File: config.mk
export PLATFORM = sky130hd
export DESIGN_NAME = nn_stream_loader_flat
export DESIGN_NICKNAME = d
export VERILOG_FILES = /design/src/rtl/nn_loader_pkg.sv /design/src/rtl/nn_stream_loader_if.sv /design/src/rtl/nn_addr_counter.sv /design/src/rtl/nn_stream_loader.sv /design/src/flat_wrapper.sv
export SDC_FILE = /design/constraint.sdc
export NUM_CORES = 1
export LEC_CHECK = 0
export BUFFER_PORTS_ARGS = -buffer_cell sky130_fd_sc_hd__buf_4
export CAP_MARGIN = 5
export CELL_PAD_IN_SITES_DETAIL_PLACEMENT = 0
export CELL_PAD_IN_SITES_GLOBAL_PLACEMENT = 2
export CORE_MARGIN = 1.5
export CORE_UTILIZATION = 37
export DETAILED_ROUTE_END_ITERATION = 6
export GPL_TIMING_DRIVEN = 0
export PLACE_DENSITY = 0.8
export REMOVE_ABC_BUFFERS = 1
export SLEW_MARGIN = 20
export SYNTH_ARGS = -nofsm -noshare
export SYNTH_HDL_FRONTEND = slang
export SYNTH_HIERARCHICAL = 1
export SYNTH_SLANG_ARGS = --single-unit
File: constraint.sdc
create_clock -name clk -period 6.9 [get_ports clk]
set_input_delay 0.345 -clock clk [delete_from_list [all_inputs] [get_ports clk]]
set_output_delay 0.345 -clock clk [all_outputs]
set_load 0.05 [all_outputs]
File: src/rtl/nn_loader_pkg.sv
// nn_loader_pkg: shared states, write-enable encodings and address widths for the stream loader
package nn_loader_pkg;
  localparam int PIX_AW = 10;
  localparam int NEU_AW = 5;
  typedef enum logic [2:0] {IDLE, LD_W1, LD_B1, LD_W2, LD_B2, STREAM, DRAIN, RESULT} state_e;
  localparam logic [3:0] W_L1 = 4'b0001;
  localparam logic [3:0] W_B1 = 4'b0010;
  localparam logic [3:0] W_L2 = 4'b0100;
  localparam logic [3:0] W_B2 = 4'b1000;
  typedef struct packed {
    logic [7:0]        pixel_in;
    logic [PIX_AW-1:0] pixel_addr;
    logic [9:0]        weight_data;
    logic [NEU_AW-1:0] weight_addr;
    logic [3:0]        w;
    logic              begin_sign;
    logic              finish_sign;
  } nn_out_t;
  function automatic logic [3:0] w_sel(state_e s);
    return s == LD_W1 ? W_L1 : s == LD_B1 ? W_B1 : s == LD_W2 ? W_L2 : s == LD_B2 ? W_B2 : 4'b0000;
  endfunction
endpackage

File: src/rtl/nn_stream_loader_if.sv
// nn_stream_loader_if: weight/pixel/result streams plus the core-facing load and compute bus
interface nn_stream_loader_if;
  logic [9:0] wt_data;
  logic       wt_valid;
  logic       wt_ready;
  logic [7:0] px_data;
  logic       px_valid;
  logic       px_ready;
  logic [3:0] res_data;
  logic       res_valid;
  logic       res_ready;
  logic [7:0] nn_pixel_in;
  logic [9:0] nn_pixel_addr;
  logic [9:0] nn_weight_data;
  logic [4:0] nn_weight_addr;
  logic [3:0] nn_w;
  logic       nn_begin_sign;
  logic       nn_finish_sign;
  logic [3:0] nn_result;
  modport slave (
    input  wt_data, wt_valid, px_data, px_valid, res_ready, nn_result,
    output wt_ready, px_ready, res_data, res_valid,
    output nn_pixel_in, nn_pixel_addr, nn_weight_data, nn_weight_addr, nn_w,
    output nn_begin_sign, nn_finish_sign
  );
  modport master (
    output wt_data, wt_valid, px_data, px_valid, res_ready, nn_result,
    input  wt_ready, px_ready, res_data, res_valid,
    input  nn_pixel_in, nn_pixel_addr, nn_weight_data, nn_weight_addr, nn_w,
    input  nn_begin_sign, nn_finish_sign
  );
endinterface

File: src/rtl/nn_addr_counter.sv
// nn_addr_counter: two-level inner/outer address counter; inner runs fastest and both wrap at their limits
module nn_addr_counter
  import nn_loader_pkg::*;
#(
  parameter int IW = PIX_AW,
  parameter int OW = NEU_AW
) (
  input  logic          clk,
  input  logic          rst_n,
  input  logic          clr_i,
  input  logic          en_i,
  input  logic [IW-1:0] inner_max_i,
  input  logic [OW-1:0] outer_max_i,
  output logic [IW-1:0] inner_o,
  output logic [OW-1:0] outer_o,
  output logic          last_o
);
  logic [IW-1:0] inner_q, inner_d;
  logic [OW-1:0] outer_q, outer_d;
  logic          wrap;
  always_comb begin
    wrap    = inner_q == inner_max_i;
    last_o  = wrap && outer_q == outer_max_i;
    inner_d = clr_i ? '0 : !en_i ? inner_q : wrap ? '0 : inner_q + IW'(1);
    outer_d = clr_i ? '0 : !(en_i && wrap) ? outer_q : last_o ? '0 : outer_q + OW'(1);
  end
  always_ff @(posedge clk or negedge rst_n) begin
    if (!rst_n) begin
      inner_q <= '0;
      outer_q <= '0;
    end else begin
      inner_q <= inner_d;
      outer_q <= outer_d;
    end
  end
  assign inner_o = inner_q;
  assign outer_o = outer_q;
endmodule

File: src/rtl/nn_stream_loader.sv
// nn_stream_loader: writes the weight/bias stream into the core's four parameter memories,
// then frames pixel streams into the core and returns the sampled class over valid/ready.
module nn_stream_loader
  import nn_loader_pkg::*;
#(
  parameter int NPIX         = 784,
  parameter int N1           = 20,
  parameter int N2           = 10,
  parameter int DRAIN_CYCLES = 8
) (
  input  logic clk,
  input  logic rst_n,
  input  logic load_start_i,
  output logic weights_loaded_o,
  output logic busy_o,
  nn_stream_loader_if.slave bus
);
  localparam int DW = $clog2(DRAIN_CYCLES + 1);
  localparam logic [PIX_AW-1:0] PIX_MAX = PIX_AW'(NPIX - 1);
  localparam logic [PIX_AW-1:0] L2_MAX  = PIX_AW'(N2 - 1);
  localparam logic [NEU_AW-1:0] N1_MAX  = NEU_AW'(N1 - 1);
  localparam logic [NEU_AW-1:0] N2_MAX  = NEU_AW'(N2 - 1);
  state_e            state_q, state_d;
  nn_out_t           nn_q, nn_d;
  logic              loaded_q, loaded_d;
  logic              rvalid_q, rvalid_d;
  logic [3:0]        rdata_q, rdata_d;
  logic [DW-1:0]     drain_q, drain_d;
  logic              ld, px_rdy, wt_beat, px_beat, clr, last;
  logic [PIX_AW-1:0] inner, inner_max;
  logic [NEU_AW-1:0] outer, outer_max;
  assign ld        = state_q inside {LD_W1, LD_B1, LD_W2, LD_B2};
  assign px_rdy    = (state_q == IDLE && loaded_q && !load_start_i) || state_q == STREAM;
  assign wt_beat   = ld && bus.wt_valid;
  assign px_beat   = px_rdy && bus.px_valid;
  assign clr       = state_q == IDLE && load_start_i;
  // Outside the load states the counter walks the image: inner over pixels, outer pinned at 0
  assign inner_max = state_q == LD_W2 ? L2_MAX : (state_q == LD_B1 || state_q == LD_B2) ? '0 : PIX_MAX;
  assign outer_max = state_q == LD_B2 ? N2_MAX : ld ? N1_MAX : '0;
  nn_addr_counter #(.IW(PIX_AW), .OW(NEU_AW)) u_cnt (
    .clk        (clk),
    .rst_n      (rst_n),
    .clr_i      (clr),
    .en_i       (wt_beat || px_beat),
    .inner_max_i(inner_max),
    .outer_max_i(outer_max),
    .inner_o    (inner),
    .outer_o    (outer),
    .last_o     (last)
  );
  always_comb begin
    state_d            = state_q;
    nn_d               = nn_q;
    nn_d.w             = wt_beat ? w_sel(state_q) : 4'b0000;
    nn_d.weight_data   = wt_beat ? bus.wt_data : nn_q.weight_data;
    nn_d.weight_addr   = wt_beat ? outer : nn_q.weight_addr;
    nn_d.pixel_addr    = (wt_beat || px_beat) ? inner : nn_q.pixel_addr;
    nn_d.pixel_in      = px_beat ? bus.px_data : 8'd0;
    nn_d.begin_sign    = px_beat && state_q == IDLE;
    nn_d.finish_sign   = state_q == DRAIN && drain_q == '0;
    loaded_d           = loaded_q;
    rvalid_d           = rvalid_q;
    rdata_d            = rdata_q;
    drain_d            = state_q == DRAIN ? drain_q + DW'(1) : '0;
    case (state_q)
      IDLE:   if (load_start_i) begin
                state_d  = LD_W1;
                loaded_d = 1'b0;
              end else if (px_beat) state_d = last ? DRAIN : STREAM;
      LD_W1:  if (wt_beat && last) state_d = LD_B1;
      LD_B1:  if (wt_beat && last) state_d = LD_W2;
      LD_W2:  if (wt_beat && last) state_d = LD_B2;
      LD_B2:  if (wt_beat && last) begin
                state_d  = IDLE;
                loaded_d = 1'b1;
              end
      STREAM: if (px_beat && last) state_d = DRAIN;
      // Count 0 is the cycle the last pixel is on the bus; counts 1..DRAIN_CYCLES start at finish_sign
      DRAIN:  if (drain_q == DW'(DRAIN_CYCLES)) begin
                rdata_d  = bus.nn_result;
                rvalid_d = 1'b1;
                state_d  = RESULT;
              end
      RESULT: if (bus.res_ready) begin
                rvalid_d = 1'b0;
                state_d  = IDLE;
              end
      default: state_d = IDLE;
    endcase
  end
  always_ff @(posedge clk or negedge rst_n) begin
    if (!rst_n) begin
      state_q  <= IDLE;
      nn_q     <= '0;
      loaded_q <= 1'b0;
      rvalid_q <= 1'b0;
      rdata_q  <= '0;
      drain_q  <= '0;
    end else begin
      state_q  <= state_d;
      nn_q     <= nn_d;
      loaded_q <= loaded_d;
      rvalid_q <= rvalid_d;
      rdata_q  <= rdata_d;
      drain_q  <= drain_d;
    end
  end
  assign bus.wt_ready       = ld;
  assign bus.px_ready       = px_rdy;
  assign bus.res_data       = rdata_q;
  assign bus.res_valid      = rvalid_q;
  assign bus.nn_pixel_in    = nn_q.pixel_in;
  assign bus.nn_pixel_addr  = nn_q.pixel_addr;
  assign bus.nn_weight_data = nn_q.weight_data;
  assign bus.nn_weight_addr = nn_q.weight_addr;
  assign bus.nn_w           = nn_q.w;
  assign bus.nn_begin_sign  = nn_q.begin_sign;
  assign bus.nn_finish_sign = nn_q.finish_sign;
  assign weights_loaded_o   = loaded_q;
  assign busy_o             = state_q != IDLE;
endmodule

File: src/flat_wrapper.sv
// flat-port wrapper written by rule: the top's interface ports become plain ports
module nn_stream_loader_flat import nn_loader_pkg::*;
#(
  parameter int NPIX         = 784,
  parameter int N1           = 20,
  parameter int N2           = 10,
  parameter int DRAIN_CYCLES = 8
)
  (clk, rst_n, load_start_i, weights_loaded_o, busy_o, bus_wt_data, bus_wt_valid, bus_px_data, bus_px_valid, bus_res_ready, bus_nn_result, bus_wt_ready, bus_px_ready, bus_res_data, bus_res_valid, bus_nn_pixel_in, bus_nn_pixel_addr, bus_nn_weight_data, bus_nn_weight_addr, bus_nn_w, bus_nn_begin_sign, bus_nn_finish_sign);
  nn_stream_loader_if bus_i ();
  input  logic clk;
  input  logic rst_n;
  input  logic load_start_i;
  output logic weights_loaded_o;
  output logic busy_o;
  input wire logic [$bits(bus_i.wt_data)-1:0] bus_wt_data;
  input wire logic [$bits(bus_i.wt_valid)-1:0] bus_wt_valid;
  input wire logic [$bits(bus_i.px_data)-1:0] bus_px_data;
  input wire logic [$bits(bus_i.px_valid)-1:0] bus_px_valid;
  input wire logic [$bits(bus_i.res_ready)-1:0] bus_res_ready;
  input wire logic [$bits(bus_i.nn_result)-1:0] bus_nn_result;
  output wire logic [$bits(bus_i.wt_ready)-1:0] bus_wt_ready;
  output wire logic [$bits(bus_i.px_ready)-1:0] bus_px_ready;
  output wire logic [$bits(bus_i.res_data)-1:0] bus_res_data;
  output wire logic [$bits(bus_i.res_valid)-1:0] bus_res_valid;
  output wire logic [$bits(bus_i.nn_pixel_in)-1:0] bus_nn_pixel_in;
  output wire logic [$bits(bus_i.nn_pixel_addr)-1:0] bus_nn_pixel_addr;
  output wire logic [$bits(bus_i.nn_weight_data)-1:0] bus_nn_weight_data;
  output wire logic [$bits(bus_i.nn_weight_addr)-1:0] bus_nn_weight_addr;
  output wire logic [$bits(bus_i.nn_w)-1:0] bus_nn_w;
  output wire logic [$bits(bus_i.nn_begin_sign)-1:0] bus_nn_begin_sign;
  output wire logic [$bits(bus_i.nn_finish_sign)-1:0] bus_nn_finish_sign;
  assign bus_i.wt_data = bus_wt_data;
  assign bus_i.wt_valid = bus_wt_valid;
  assign bus_i.px_data = bus_px_data;
  assign bus_i.px_valid = bus_px_valid;
  assign bus_i.res_ready = bus_res_ready;
  assign bus_i.nn_result = bus_nn_result;
  assign bus_wt_ready = bus_i.wt_ready;
  assign bus_px_ready = bus_i.px_ready;
  assign bus_res_data = bus_i.res_data;
  assign bus_res_valid = bus_i.res_valid;
  assign bus_nn_pixel_in = bus_i.nn_pixel_in;
  assign bus_nn_pixel_addr = bus_i.nn_pixel_addr;
  assign bus_nn_weight_data = bus_i.nn_weight_data;
  assign bus_nn_weight_addr = bus_i.nn_weight_addr;
  assign bus_nn_w = bus_i.nn_w;
  assign bus_nn_begin_sign = bus_i.nn_begin_sign;
  assign bus_nn_finish_sign = bus_i.nn_finish_sign;
  nn_stream_loader #(.NPIX(NPIX), .N1(N1), .N2(N2), .DRAIN_CYCLES(DRAIN_CYCLES)) u_core (.clk(clk), .rst_n(rst_n), .load_start_i(load_start_i), .weights_loaded_o(weights_loaded_o), .busy_o(busy_o), .bus(bus_i));
endmodule
==> run metrics <==
status=finished, final reports clean; Reg2Reg Depth=11; Initial Utilization=between 30 and 40%; synth warn=6; CP startpoint kind=flip-flop; Hold-fix buffers, CTS=0; Finished Layout Cells=470; Max-Slew Margin vs Limit=37.0%; fillcell total=roughly 840; Cell Pwr Density=437 nW/um^2; Yosys reg bits=67; 1st-iter DRT viols=between 100 and 150; count of different cell masters after synthesis=54; Critical path origin=u_core/state_q[0]; Reg clk slew, reported paths=around 0.070 ns; # rows=34; worst setup margin=~2.7 ns; worst reg2reg endpoint=u_core/state_q[0]; DRC violations left=0; Clock Latency Late Sink=approximately 0.33 ns; Sink Count=67; Mapped Cells=around 280; Final Total Pwr=around 1.8 mW; Layout Utilization=48.1%; largest net degree at the start of global routing=between 60 and 70; clk root buf=clkbuf_8; HPWL after DPL=4800 um; number of synthesized flops with an enable pin=0; gpl congestion=between 0.7 and 0.8; vias in the first global route=about 2400; Hold Crit Class=in2async; clock share of power=between 10% and 20%; top_reg_cell synth=dfrtp_1; Post-Place Setup Slack=about 2.7 ns; Core ar.=between 8000 and 9000 um^2; top cells by count, synth=67 x dfrtp_1, 31 x mux2_2, 15 x nor2_1, 12 x nand2_1, 12 x xor2_1; CTS buffer count=9; Least-Margin Pin Slew=0.921 ns; share of layout cells above drive strength 1=36.7%; setup violators final=0; Die W=97.0 um; area post-placement=between 3000 and 4000 um^2; synthesized area=between 3000 and 4000 um^2; Max-Cap Viols=0; Die Y=approximately 97 um; Synth Area per Inst=between 10 and 15 um^2; Final Hold Fails=0; asr flop ratio synth=100%; max-slew violations=0; TritonCTS clock tree=yes; Antenna Cells=0; # placed instances=~460; worst-path maximum fanout=11; Leakage=roughly 2.0 nW; WS Path Type=reg2reg; worst endpoint required time=7.12 ns; first-pass GRT wire length=11600 um; Worst R2R Setup Slack=2.69 ns; DR vias/cell=slightly above 5; DR pass1 iterations=4; Switching Share=roughly 43%; deepest clock path buffer count=2; met3 usage=around 5.9%; Final TNS setup=0 ns; design area=between 4000 and 5000 um^2; initial antenna violation count=0; Worst Skew=between 0.006 and 0.007 ns; Worst VDD drop=around 220 uV; gr usage total=15.3%; worst r2r src=u_core/state_q[0]; fin crit share=about three fifths; grt met2 use=between 20% and 30%; post-CTS setup repair buffer count=0; Logic pwr share=roughly 50%; port buffer count=75; f_max=roughly 240 MHz; most instantiated library cell after synthesis=dfrtp_1; final hold slack=between 0.1 and 0.15 ns; RSZ-0062 raised after global routing=false; Area contributors post-synth=dfrtp_1 51%, mux2_2 11%, ha_1 3.4%; GR Util met1=between 20% and 30%; Post-CTS Resized=0; sequential area share after synthesis=between 50% and 60%; Wirelength per Cell=14.7 um; dominant cell type by area after synthesis=dfrtp_1; Critical Path End=u_core/state_q[0]; vias after detailed routing=2363; crit end category=flip-flop; htree depth=3; Int Power=1.04 mW; total grt overflow=0; IO Pins=76; Area growth, synth to finish=27.0%; GRT Max-Usage Layer=met2; Yosys top cell area share=about half; Post-layout nets=slightly below 400; arrival time worst endpoint=approximately 4.4 ns; drt total wl=slightly below 7000 um; register share of total power=between 30% and 40%; fin crit period=about 4.2 ns; switching power=just under 800 uW; die area=9420 um^2; Final ANT Viol Nets=0
==> flip-flops by register name, summed over array words and instances (netlist names) <==
signal,cells
u_core/bus.nn_begin_sign,1
u_core/bus.nn_finish_sign,1
u_core/bus.nn_pixel_addr,10
u_core/bus.nn_pixel_in,8
u_core/bus.nn_w,4
u_core/bus.nn_weight_addr,5
u_core/bus.nn_weight_data,10
u_core/bus.res_data,4
u_core/bus.res_valid,1
u_core/drain_q,4
u_core/state_q,3
u_core/u_cnt/inner_o,10
u_core/u_cnt/outer_o,5
u_core/weights_loaded_o,1
==> cells by family after synthesis <==
group / Yosys count / share of synthesized area, %
other: 1 / 0.115
flip-flops: 67 / 51.2
adder cells (fa/ha/maj): 9 / 3.44
AO/OA/AOI/OAI: 36 / 7.80
buffers and inverters: 15 / 2.26
XOR/XNOR: 23 / 6.16
multiplexers: 36 / 12.4
AND/OR/NAND/NOR: 90 / 16.6
==> worst min path at each step <==
stage	start	to	slack, ns	depth (start not counted)
2_1_floorplan	rst_n	u_core/bus.nn_begin_sign	0.05	0
3_3_place_gp	u_core/drain_q[0]	u_core/drain_q[0]	0.47	1
3_5_place_dp	u_core/drain_q[0]	u_core/drain_q[0]	0.49	1
4_1_cts	rst_n	u_core/state_q[0]	0.15	1
5_1_grt	rst_n	u_core/bus.nn_w[0]	0.18	1
6_report	rst_n	u_core/bus.nn_w[0]	0.11	1
==> power by group through the flow <==
stage	sequential, mW	combinational, mW	clock, mW
after floorplan	0.757	0.465	0
after CTS	0.554	0.914	0.372
final	0.553	0.905	0.358
after global routing	0.566	0.973	0.391
after detailed placement	0.559	0.914	0
after global placement	0.556	0.906	0
==> final cells by class <==
| cell class | count | area [um^2] | area share (%) |
|---|---|---|---|
| clock buffers | 12 | 155 | 3.73 |
| multi-input cells | 199 | 1540 | 37.0 |
| well taps | 108 | 135 | 3.25 |
| repair buffers | 75 | 563 | 13.6 |
| inverters | 7 | 26.3 | 0.632 |
| flip-flops and latches | 67 | 1680 | 40.3 |
| clock inverters | 2 | 60.1 | 1.45 |
==> critical path, stage by stage, from the launching register on <==
cell       delay [ns]
dfrtp_1          0.41
inv_1            0.10
ha_1             0.35
o31ai_1          0.74
xor2_1           0.18
or4_4            0.58
nor3_1           0.32
and3_1           0.33
a21boi_0         0.12
o21a_1           0.21
a2111oi_4        0.40
mux2_4           0.33
==> cells in the final DEF, fill, tap and decap left out, types with 6 or more instances in the layout <==
cell and instances:
nand2_1 12, and2_1 11, ha_1 9, a21oi_1 11
mux2_2 31, xnor2_1 11, dfrtp_1 67, xor2_1 12
nor3_1 10, nor2_1 14, buf_4 75, inv_1 7
clkbuf_8 11, nand3_1 6, o21ai_0 6
==> per-layer routing <==
layer	wire, um	part of all wire, %	vias up
met5	0	0	-
met4	69	1.0	0
met3	535	7.7	9
met2	3050	44	73
met1	3270	47	1140
li1	-	-	1141
No activity file was read; power rests on OpenSTA's default activity.
